<file path="src/rtl/lcd_pkg.sv">
// Shared command codes, decoder states and RGB565 helper for the LCD SPI receiver.
package lcd_pkg;

    localparam logic [7:0] CMD_CASET = 8'h2A;
    localparam logic [7:0] CMD_RASET = 8'h2B;
    localparam logic [7:0] CMD_RAMWR = 8'h2C;

    typedef enum logic [1:0] {IDLE, CASET, RASET, RAMWR} dec_state_e;

    typedef struct packed {
        logic [4:0] r;
        logic [5:0] g;
        logic [4:0] b;
    } rgb565_t;

    function automatic rgb565_t rgb565_pack(input logic [7:0] hi, input logic [7:0] lo);
        return rgb565_t'({hi, lo});
    endfunction

endpackage

</file>
<file path="src/rtl/lcd_spi_rx_if.sv">
// LCD SPI link pins plus the decoded receive outputs of lcd_spi_rx.
interface lcd_spi_rx_if #(
    parameter int unsigned COORD_W = 9
) ();
    logic               lcd_spi_sclk;
    logic               lcd_spi_mosi;
    logic               lcd_spi_cs;
    logic               lcd_dc;
    logic               lcd_reset;
    logic [7:0]         rx_byte;
    logic               rx_dc;
    logic               rx_valid;
    logic               cmd_valid;
    logic [7:0]         cmd_code;
    logic               pix_valid;
    logic [COORD_W-1:0] pix_x;
    logic [COORD_W-1:0] pix_y;
    logic [15:0]        pix_data;
    logic               frame_done;
    logic               abort;

    modport master (
        output lcd_spi_sclk, lcd_spi_mosi, lcd_spi_cs, lcd_dc, lcd_reset,
        input  rx_byte, rx_dc, rx_valid, cmd_valid, cmd_code, pix_valid, pix_x, pix_y,
        input  pix_data, frame_done, abort
    );

    modport slave (
        input  lcd_spi_sclk, lcd_spi_mosi, lcd_spi_cs, lcd_dc, lcd_reset,
        output rx_byte, rx_dc, rx_valid, cmd_valid, cmd_code, pix_valid, pix_x, pix_y,
        output pix_data, frame_done, abort
    );
endinterface

</file>
<file path="src/rtl/lcd_spi_byte_rx.sv">
// Synchronizes the SPI pins, detects sclk rising edges and assembles MSB-first bytes.
module lcd_spi_byte_rx (
    input  logic       clk,
    input  logic       rst_n,
    input  logic       sclk_i,
    input  logic       mosi_i,
    input  logic       cs_i,
    input  logic       dc_i,
    input  logic       lcd_reset_i,
    output logic       soft_rst_o,
    output logic [7:0] byte_o,
    output logic       dc_o,
    output logic       valid_o,
    output logic       cmd_valid_o,
    output logic [7:0] cmd_code_o,
    output logic       abort_o
);
    // Sync vector order: {lcd_reset, dc, cs, mosi, sclk}; cs idles deselected, panel held in reset.
    localparam logic [4:0] SyncRst = 5'b00100;

    logic [4:0] sync1_q, sync2_q;
    logic       sclk_d_q, rise_q, mosi_q, dc_q, cs_q;
    logic [2:0] cnt_q, cnt_d;
    logic [6:0] sreg_q, sreg_d;
    logic [7:0] byte_q, byte_d, code_q, code_d;
    logic       dc_out_q, dc_out_d, valid_q, valid_d, cmd_q, cmd_d, abort_q, abort_d;

    assign soft_rst_o = ~sync2_q[4];

    // Edge detect sits one stage behind the synchronizer; all link bits are delayed equally.
    always_ff @(posedge clk or negedge rst_n) begin
        if (!rst_n) begin
            sync1_q  <= SyncRst;
            sync2_q  <= SyncRst;
            sclk_d_q <= 1'b0;
            rise_q   <= 1'b0;
            mosi_q   <= 1'b0;
            dc_q     <= 1'b0;
            cs_q     <= 1'b1;
        end else begin
            sync1_q  <= {lcd_reset_i, dc_i, cs_i, mosi_i, sclk_i};
            sync2_q  <= sync1_q;
            sclk_d_q <= sync2_q[0];
            rise_q   <= sync2_q[0] & ~sclk_d_q;
            mosi_q   <= sync2_q[1];
            cs_q     <= sync2_q[2];
            dc_q     <= sync2_q[3];
        end
    end

    always_comb begin
        cnt_d    = cnt_q;
        sreg_d   = sreg_q;
        byte_d   = byte_q;
        code_d   = code_q;
        dc_out_d = dc_out_q;
        valid_d  = 1'b0;
        cmd_d    = 1'b0;
        abort_d  = 1'b0;
        if (soft_rst_o) begin
            cnt_d  = '0;
            sreg_d = '0;
        end else if (cs_q) begin
            cnt_d   = '0;
            abort_d = (cnt_q != 3'd0);
        end else if (rise_q) begin
            sreg_d = {sreg_q[5:0], mosi_q};
            if (cnt_q == 3'd7) begin
                cnt_d    = '0;
                byte_d   = {sreg_q, mosi_q};
                dc_out_d = dc_q;
                valid_d  = 1'b1;
                cmd_d    = ~dc_q;
                if (!dc_q) code_d = {sreg_q, mosi_q};
            end else begin
                cnt_d = cnt_q + 3'd1;
            end
        end
    end

    always_ff @(posedge clk or negedge rst_n) begin
        if (!rst_n) begin
            cnt_q    <= '0;
            sreg_q   <= '0;
            byte_q   <= '0;
            code_q   <= '0;
            dc_out_q <= 1'b0;
            valid_q  <= 1'b0;
            cmd_q    <= 1'b0;
            abort_q  <= 1'b0;
        end else begin
            cnt_q    <= cnt_d;
            sreg_q   <= sreg_d;
            byte_q   <= byte_d;
            code_q   <= code_d;
            dc_out_q <= dc_out_d;
            valid_q  <= valid_d;
            cmd_q    <= cmd_d;
            abort_q  <= abort_d;
        end
    end

    assign byte_o      = byte_q;
    assign dc_o        = dc_out_q;
    assign valid_o     = valid_q;
    assign cmd_valid_o = cmd_q;
    assign cmd_code_o  = code_q;
    assign abort_o     = abort_q;
endmodule

</file>
<file path="src/rtl/lcd_spi_rx.sv">
// LCD SPI panel receiver: decodes CASET/RASET/RAMWR into windowed RGB565 pixel writes.
module lcd_spi_rx
    import lcd_pkg::*;
#(
    parameter int unsigned H_RES   = 240,
    parameter int unsigned V_RES   = 320,
    parameter int unsigned COORD_W = 9
) (
    input  logic          clk,
    input  logic          rst_n,
    lcd_spi_rx_if.slave   bus
);
    localparam logic [COORD_W-1:0] XeRst = COORD_W'(H_RES - 1);
    localparam logic [COORD_W-1:0] YeRst = COORD_W'(V_RES - 1);

    logic       soft_rst, rx_valid, rx_dc;
    logic [7:0] rx_byte;

    lcd_spi_byte_rx u_byte_rx (
        .clk         (clk),
        .rst_n       (rst_n),
        .sclk_i      (bus.lcd_spi_sclk),
        .mosi_i      (bus.lcd_spi_mosi),
        .cs_i        (bus.lcd_spi_cs),
        .dc_i        (bus.lcd_dc),
        .lcd_reset_i (bus.lcd_reset),
        .soft_rst_o  (soft_rst),
        .byte_o      (rx_byte),
        .dc_o        (rx_dc),
        .valid_o     (rx_valid),
        .cmd_valid_o (bus.cmd_valid),
        .cmd_code_o  (bus.cmd_code),
        .abort_o     (bus.abort)
    );

    dec_state_e         state_q, state_d;
    logic [1:0]         pcnt_q, pcnt_d;
    logic [7:0]         p0_q, p0_d, p1_q, p1_d, p2_q, p2_d, hi_q, hi_d;
    logic               hi_vld_q, hi_vld_d, pix_valid_q, pix_valid_d, frame_q, frame_d;
    logic [COORD_W-1:0] xs_q, xs_d, xe_q, xe_d, ys_q, ys_d, ye_q, ye_d;
    logic [COORD_W-1:0] x_q, x_d, y_q, y_d, pix_x_q, pix_x_d, pix_y_q, pix_y_d;
    rgb565_t            pix_data_q, pix_data_d;

    always_comb begin
        state_d = state_q;   pcnt_d = pcnt_q;
        p0_d = p0_q;         p1_d = p1_q;         p2_d = p2_q;
        hi_d = hi_q;         hi_vld_d = hi_vld_q;
        xs_d = xs_q;         xe_d = xe_q;         ys_d = ys_q;         ye_d = ye_q;
        x_d = x_q;           y_d = y_q;
        pix_x_d = pix_x_q;   pix_y_d = pix_y_q;   pix_data_d = pix_data_q;
        pix_valid_d = 1'b0;  frame_d = 1'b0;
        if (soft_rst) begin
            state_d = IDLE;  pcnt_d = '0;  hi_vld_d = 1'b0;
            xs_d = '0;  xe_d = XeRst;  ys_d = '0;  ye_d = YeRst;
            x_d = '0;   y_d = '0;
        end else if (rx_valid && !rx_dc) begin
            pcnt_d   = '0;
            hi_vld_d = 1'b0;
            case (rx_byte)
                CMD_CASET: state_d = CASET;
                CMD_RASET: state_d = RASET;
                CMD_RAMWR: begin
                    state_d = RAMWR;
                    x_d     = xs_q;
                    y_d     = ys_q;
                end
                default:   state_d = IDLE;
            endcase
        end else if (rx_valid) begin
            case (state_q)
                CASET, RASET: begin
                    pcnt_d = pcnt_q + 2'd1;
                    unique case (pcnt_q)
                        2'd0: p0_d = rx_byte;
                        2'd1: p1_d = rx_byte;
                        2'd2: p2_d = rx_byte;
                        2'd3: begin
                            state_d = IDLE;
                            if (state_q == CASET) begin
                                xs_d = COORD_W'({p0_q, p1_q});
                                xe_d = COORD_W'({p2_q, rx_byte});
                            end else begin
                                ys_d = COORD_W'({p0_q, p1_q});
                                ye_d = COORD_W'({p2_q, rx_byte});
                            end
                        end
                    endcase
                end
                RAMWR: begin
                    if (!hi_vld_q) begin
                        hi_d     = rx_byte;
                        hi_vld_d = 1'b1;
                    end else begin
                        hi_vld_d    = 1'b0;
                        pix_valid_d = 1'b1;
                        pix_x_d     = x_q;
                        pix_y_d     = y_q;
                        pix_data_d  = rgb565_pack(hi_q, rx_byte);
                        frame_d     = (x_q == xe_q) && (y_q == ye_q);
                        // An inverted window pins the axis to its start and always wraps.
                        if (x_q == xe_q || xs_q > xe_q) begin
                            x_d = xs_q;
                            y_d = (y_q == ye_q || ys_q > ye_q) ? ys_q : y_q + COORD_W'(1);
                        end else begin
                            x_d = x_q + COORD_W'(1);
                        end
                    end
                end
                default: ;
            endcase
        end
    end

    always_ff @(posedge clk or negedge rst_n) begin
        if (!rst_n) begin
            state_q <= IDLE;  pcnt_q <= '0;
            p0_q <= '0;  p1_q <= '0;  p2_q <= '0;  hi_q <= '0;  hi_vld_q <= 1'b0;
            xs_q <= '0;  xe_q <= XeRst;  ys_q <= '0;  ye_q <= YeRst;
            x_q <= '0;   y_q <= '0;
            pix_valid_q <= 1'b0;  frame_q <= 1'b0;
            pix_x_q <= '0;  pix_y_q <= '0;  pix_data_q <= '0;
        end else begin
            state_q <= state_d;  pcnt_q <= pcnt_d;
            p0_q <= p0_d;  p1_q <= p1_d;  p2_q <= p2_d;  hi_q <= hi_d;  hi_vld_q <= hi_vld_d;
            xs_q <= xs_d;  xe_q <= xe_d;  ys_q <= ys_d;  ye_q <= ye_d;
            x_q <= x_d;    y_q <= y_d;
            pix_valid_q <= pix_valid_d;  frame_q <= frame_d;
            pix_x_q <= pix_x_d;  pix_y_q <= pix_y_d;  pix_data_q <= pix_data_d;
        end
    end

    assign bus.rx_byte    = rx_byte;
    assign bus.rx_dc      = rx_dc;
    assign bus.rx_valid   = rx_valid;
    assign bus.pix_valid  = pix_valid_q;
    assign bus.pix_x      = pix_x_q;
    assign bus.pix_y      = pix_y_q;
    assign bus.pix_data   = pix_data_q;
    assign bus.frame_done = frame_q;
endmodule

</file>
<file path="src/flat_wrapper.sv">
// flat-port wrapper written by rule: the top's interface ports become plain ports
module lcd_spi_rx_flat import lcd_pkg::*;
#(
    parameter int unsigned H_RES   = 240,
    parameter int unsigned V_RES   = 320,
    parameter int unsigned COORD_W = 9
)
  (clk, rst_n, bus_lcd_spi_sclk, bus_lcd_spi_mosi, bus_lcd_spi_cs, bus_lcd_dc, bus_lcd_reset, bus_rx_byte, bus_rx_dc, bus_rx_valid, bus_cmd_valid, bus_cmd_code, bus_pix_valid, bus_pix_x, bus_pix_y, bus_pix_data, bus_frame_done, bus_abort);
  lcd_spi_rx_if #(.COORD_W(COORD_W)) bus_i ();
  input  logic clk;
  input  logic rst_n;
  input wire logic [$bits(bus_i.lcd_spi_sclk)-1:0] bus_lcd_spi_sclk;
  input wire logic [$bits(bus_i.lcd_spi_mosi)-1:0] bus_lcd_spi_mosi;
  input wire logic [$bits(bus_i.lcd_spi_cs)-1:0] bus_lcd_spi_cs;
  input wire logic [$bits(bus_i.lcd_dc)-1:0] bus_lcd_dc;
  input wire logic [$bits(bus_i.lcd_reset)-1:0] bus_lcd_reset;
  output wire logic [$bits(bus_i.rx_byte)-1:0] bus_rx_byte;
  output wire logic [$bits(bus_i.rx_dc)-1:0] bus_rx_dc;
  output wire logic [$bits(bus_i.rx_valid)-1:0] bus_rx_valid;
  output wire logic [$bits(bus_i.cmd_valid)-1:0] bus_cmd_valid;
  output wire logic [$bits(bus_i.cmd_code)-1:0] bus_cmd_code;
  output wire logic [$bits(bus_i.pix_valid)-1:0] bus_pix_valid;
  output wire logic [$bits(bus_i.pix_x)-1:0] bus_pix_x;
  output wire logic [$bits(bus_i.pix_y)-1:0] bus_pix_y;
  output wire logic [$bits(bus_i.pix_data)-1:0] bus_pix_data;
  output wire logic [$bits(bus_i.frame_done)-1:0] bus_frame_done;
  output wire logic [$bits(bus_i.abort)-1:0] bus_abort;
  assign bus_i.lcd_spi_sclk = bus_lcd_spi_sclk;
  assign bus_i.lcd_spi_mosi = bus_lcd_spi_mosi;
  assign bus_i.lcd_spi_cs = bus_lcd_spi_cs;
  assign bus_i.lcd_dc = bus_lcd_dc;
  assign bus_i.lcd_reset = bus_lcd_reset;
  assign bus_rx_byte = bus_i.rx_byte;
  assign bus_rx_dc = bus_i.rx_dc;
  assign bus_rx_valid = bus_i.rx_valid;
  assign bus_cmd_valid = bus_i.cmd_valid;
  assign bus_cmd_code = bus_i.cmd_code;
  assign bus_pix_valid = bus_i.pix_valid;
  assign bus_pix_x = bus_i.pix_x;
  assign bus_pix_y = bus_i.pix_y;
  assign bus_pix_data = bus_i.pix_data;
  assign bus_frame_done = bus_i.frame_done;
  assign bus_abort = bus_i.abort;
  lcd_spi_rx #(.H_RES(H_RES), .V_RES(V_RES), .COORD_W(COORD_W)) u_core (.clk(clk), .rst_n(rst_n), .bus(bus_i));
endmodule
</file>
<file path="config.mk">
export PLATFORM = sky130hd
export DESIGN_NAME = lcd_spi_rx_flat
export DESIGN_NICKNAME = d
export VERILOG_FILES = /design/src/rtl/lcd_pkg.sv /design/src/rtl/lcd_spi_rx_if.sv /design/src/rtl/lcd_spi_byte_rx.sv /design/src/rtl/lcd_spi_rx.sv /design/src/flat_wrapper.sv
export SDC_FILE = /design/constraint.sdc
export NUM_CORES = 1
export LEC_CHECK = 0
export BUFFER_PORTS_ARGS = -buffer_cell sky130_fd_sc_hd__buf_2
export CELL_PAD_IN_SITES_DETAIL_PLACEMENT = 0
export CELL_PAD_IN_SITES_GLOBAL_PLACEMENT = 1
export CORE_UTILIZATION = 35
export DETAILED_ROUTE_END_ITERATION = 10
export PLACE_DENSITY_LB_ADDON = 0.1
export SLEW_MARGIN = 20
export SYNTH_ARGS = -nofsm -noshare
export SYNTH_HDL_FRONTEND = slang
export SYNTH_HIERARCHICAL = 1
export SYNTH_SLANG_ARGS = --single-unit
</file>
<file path="constraint.sdc">
create_clock -name clk -period 3.12 [get_ports clk]
set_input_delay 0.78 -clock clk [delete_from_list [all_inputs] [get_ports clk]]
set_output_delay 0.78 -clock clk [all_outputs]
set_load 0.005 [all_outputs]
</file>
==> results.yml <==
finish:
  fill_cells: 1949
  layout.cells.most_common: "dfrtp_1"
  fraction_of_layout_cells_with_a_size_suffix_above_1: 0.2927
  flow.area_growth_from_synthesis_pct: 18.39
  diode_count: 0
  layout_common_cells: "dfrtp_1 (141), mux2_2 (62), buf_2 (61)"
  instances_no_fill: 1001
  fin_util: 0.4268
  final_nets: 755
grt:
  antenna_found_initial: 0
  globalRouteTotalUtil: 0.1778
  grt_start_max_net_pins: 54
  first_global_vias: 5231
  first_pass_grt_wire_length_um: 29450
  grt_overflow: 0
sta:
  setup_violations: 0
  report.final.slew_viol_count: 0
  fin_worst_hold_slack_ps: 291.9
  grt_setup_unrepaired: "false"
  final.setup.tns_ps: 0
  fmax_ghz: 0.3686
  final-hold-violation-count: 0
  max_slew_margin: 0.4559
  fin_skew_ps: 7.988
  period_needed_ps: 2713
  worst-slew-pin-transition_ps: 814.5
  final.period_utilization: 0.8695
pwr:
  worst_ir_drop_vdd_mv: 0.3517
  share_seq_of_total_power: 0.483
  power_frac_clock: 0.474
  power.density_cell_area_nw_per_um2: 500.5
  internal_power_mw: 3.234
  netSwitchingPower_mw: 1.144
  netSwitchingFraction: 0.2613
  gate_power_share: 0.043
  p_leak_nw: 4.286
synthesis:
  synth-seq-area-share: 0.5380
  synth.cell_area_sq_um: 7388
  synth_seq_cells: 158
  ys_types: 54
  postSynthAreaPerCell_sq_um: 11.60
  yosysWarnings: 6
  synth-edff-count: 0
  ys_dominant_reg_cell: "dfrtp_1"
  async_flop_share: 1.000
  postSynthCellCount: 637
  synth.net_count: 674
floorplan:
  initial_utilization: 0.3605
  design.portCount: 63
  rows: 52
  core_region_area_sq_um: 20490
  dieWidth_um: 147.3
  die_outline_area_sq_um: 21690
  die_h_um: 147.3
clocking:
  clock_tree_from_tritoncts: "built"
  clock_latency_ps: 420
  ctsLongestPathBuffers: 2
  clock_sink_count: 158
  clock_tree.htree_level_count: 4
  cts-hold-fix-buffers: 0
  inserted_clock_buffers: 17
  number_of_instances_resized_during_post_cts_repair: 0
  path_clk_slew_ps: 70
  postCtsSetupBuffers: 0
  cts-root-buf: "clkbuf_16"
flow_run:
  max-cap-violations: 0
detailed_routing:
  vias: 4959
  totalWireLength_um: 17800
  drt_iter0_markers: 203
  post_drt_via_cell_ratio: 4.954
  drt_wl_cell_um: 17.78
  drc_errors: 0
  drt.antenna.violating_nets: 0
  drt-pass1-iter-count: 7
worst_setup_path:
  worstSetupStartpointType: "flip-flop"
  worst-setup-path-type: "flip-flop to flip-flop"
  worstPathMaxFanout: 9
  worst_setup_path_end_kind: "flip-flop"
  worst-endpoint-required_ps: 3470
  worst_ep_arrival_time_ps: 3070
placed_design:
  gpl.final_weighted_congestion: 0.8060
  post-place-cells: 969
  place.detailed.hpwl_um: 12870
  port-buffer-count: 62
outcome:
  run_status: "completed"
min_path:
  hold_path_class: "input port to async pin"
[flip-flops by register name, indices dropped and copies added (netlist names), 2 cells and up]
name / cells
u_core/u_byte_rx/cmd_code_o: 8
u_core/u_byte_rx/sync1_q: 5
u_core/u_byte_rx/sync2_q: 5
u_core/bus.pix_y: 9
u_core/x_q: 9
u_core/u_byte_rx/sreg_q: 7
u_core/u_byte_rx/cnt_q: 3
u_core/xs_q: 9
u_core/xe_q: 9
u_core/u_byte_rx/byte_o: 8
u_core/ys_q: 9
u_core/pcnt_q: 2
u_core/bus.pix_x: 9
u_core/p1_q: 8
u_core/y_q: 9
u_core/state_q: 2
u_core/hi_q: 8
u_core/ye_q: 9
u_core/bus.pix_data: 16
[area by class of cell]
type | instances | area [sq um] | area share
Sequential cell | 158 | 3975 | 0.4544
Multi-Input combinational cell | 404 | 3128 | 0.3576
Timing Repair Buffer | 85 | 514.2 | 0.05879
Clock buffer | 17 | 425.4 | 0.04863
Tap cell | 270 | 337.8 | 0.03862
Inverter | 52 | 195.2 | 0.02231
Clock inverter | 15 | 171.4 | 0.01960
[power by group through the flow]
| stage | combinational (mW) | clock (mW) | sequential, mW |
|---|---|---|---|
| CTS | 0.196 | 2.14 | 2.11 |
| detailed placement | 0.195 | 0 | 2.15 |
| global placement | 0.194 | 0 | 2.15 |
| floorplan | 0.107 | 0 | 2.15 |
| finish | 0.189 | 2.07 | 2.11 |
| global route | 0.218 | 2.23 | 2.12 |
[through the flow]
step	power, mW	setup WS [ps]	instance area, sq um
after floorplan	2.252	666.3	7388
after global placement	2.348	459.9	8150
after detailed placement	2.349	416.9	8150
after CTS	4.447	399.2	8747
after global routing	4.564	265.2	8747
final	4.378	407.2	8747
[layer usage]
layer | track usage | share of wire | vias up
met5 | 0 | 0 | -
met2 | 0.2809 | 0.47 | 83
li1 | - | - | 2391
met1 | 0.2449 | 0.49 | 2469
met4 | 0.05258 | 0.013 | 0
met3 | 0.03758 | 0.033 | 16
[path summary, 6_finish.rpt]
check / from / endpoint / slack [ps] / cells after the start
setup / recovery: u_core/xe_q[6] / u_core/x_q[5] / 410 / 9
max in group asynchronous: rst_n / u_core/ye_q[2] / 2070 / 2
hold reg to reg: u_core/u_byte_rx/sync2_q[3] / u_core/u_byte_rx/dc_q / 350 / 0
hold / removal: rst_n / u_core/bus.pix_x[2] / 290 / 1
setup reg to reg: u_core/xe_q[6] / u_core/x_q[5] / 410 / 9
min in group clk: u_core/u_byte_rx/sync2_q[3] / u_core/u_byte_rx/dc_q / 350 / 0
[worst max-delay path, cell delays in order, from the launching register on]
cell       delay, ps
dfstp_2          540
inv_1             50
ha_1             290
a21o_1           160
a21o_1           170
a221o_1          380
a211o_1          420
buf_4            240
o31ai_1          240
o2bb2ai_1        140
[logic make-up (layout without fill, tap and decap cells)]
group | after synthesis | after routing | share of synthesized area
AOI/OAI and AO/OA | 117 | 117 | 0.1004
DFF | 158 | 158 | 0.5380
muxes | 103 | 103 | 0.1560
xor gates and xnor gates | 19 | 19 | 0.02252
adders and majority gates | 30 | 30 | 0.05080
and+or+nand+nor | 135 | 135 | 0.09077
buffers and inverters | 75 | 169 | 0.04149
[cells in the mapped netlist (3+ instances only)]
master     number  area, sq um
a211oi_1        9        67.56
a21o_1          3        22.52
a21oi_1        36        180.2
and2_1          3        18.77
and3_1          3        18.77
buf_2           7        35.03
clkbuf_1       12        45.04
dfrtp_1       141         3528
dfstp_2        17        446.7
ha_1           30        375.4
inv_1          51        191.4
mux2_1          3        33.78
mux2_2         62        698.2
mux2_4          8        120.1
mux2i_1        30        300.3
nand2_1        40        150.1
nand2b_1        4        25.02
nand3_1        13        65.06
nand4_1         8        50.05
nor2_1         40        150.1
nor2b_1         5        31.28
nor3_1          6        30.03
nor3b_1         3        22.52
o21ai_0        27        135.1
o22ai_1        12        75.07
o2bb2ai_1       5        43.79
o31ai_1         9        67.56
xnor2_1        16        140.1
xor2_1          3        26.28
Power figures use the tool's default switching activity.
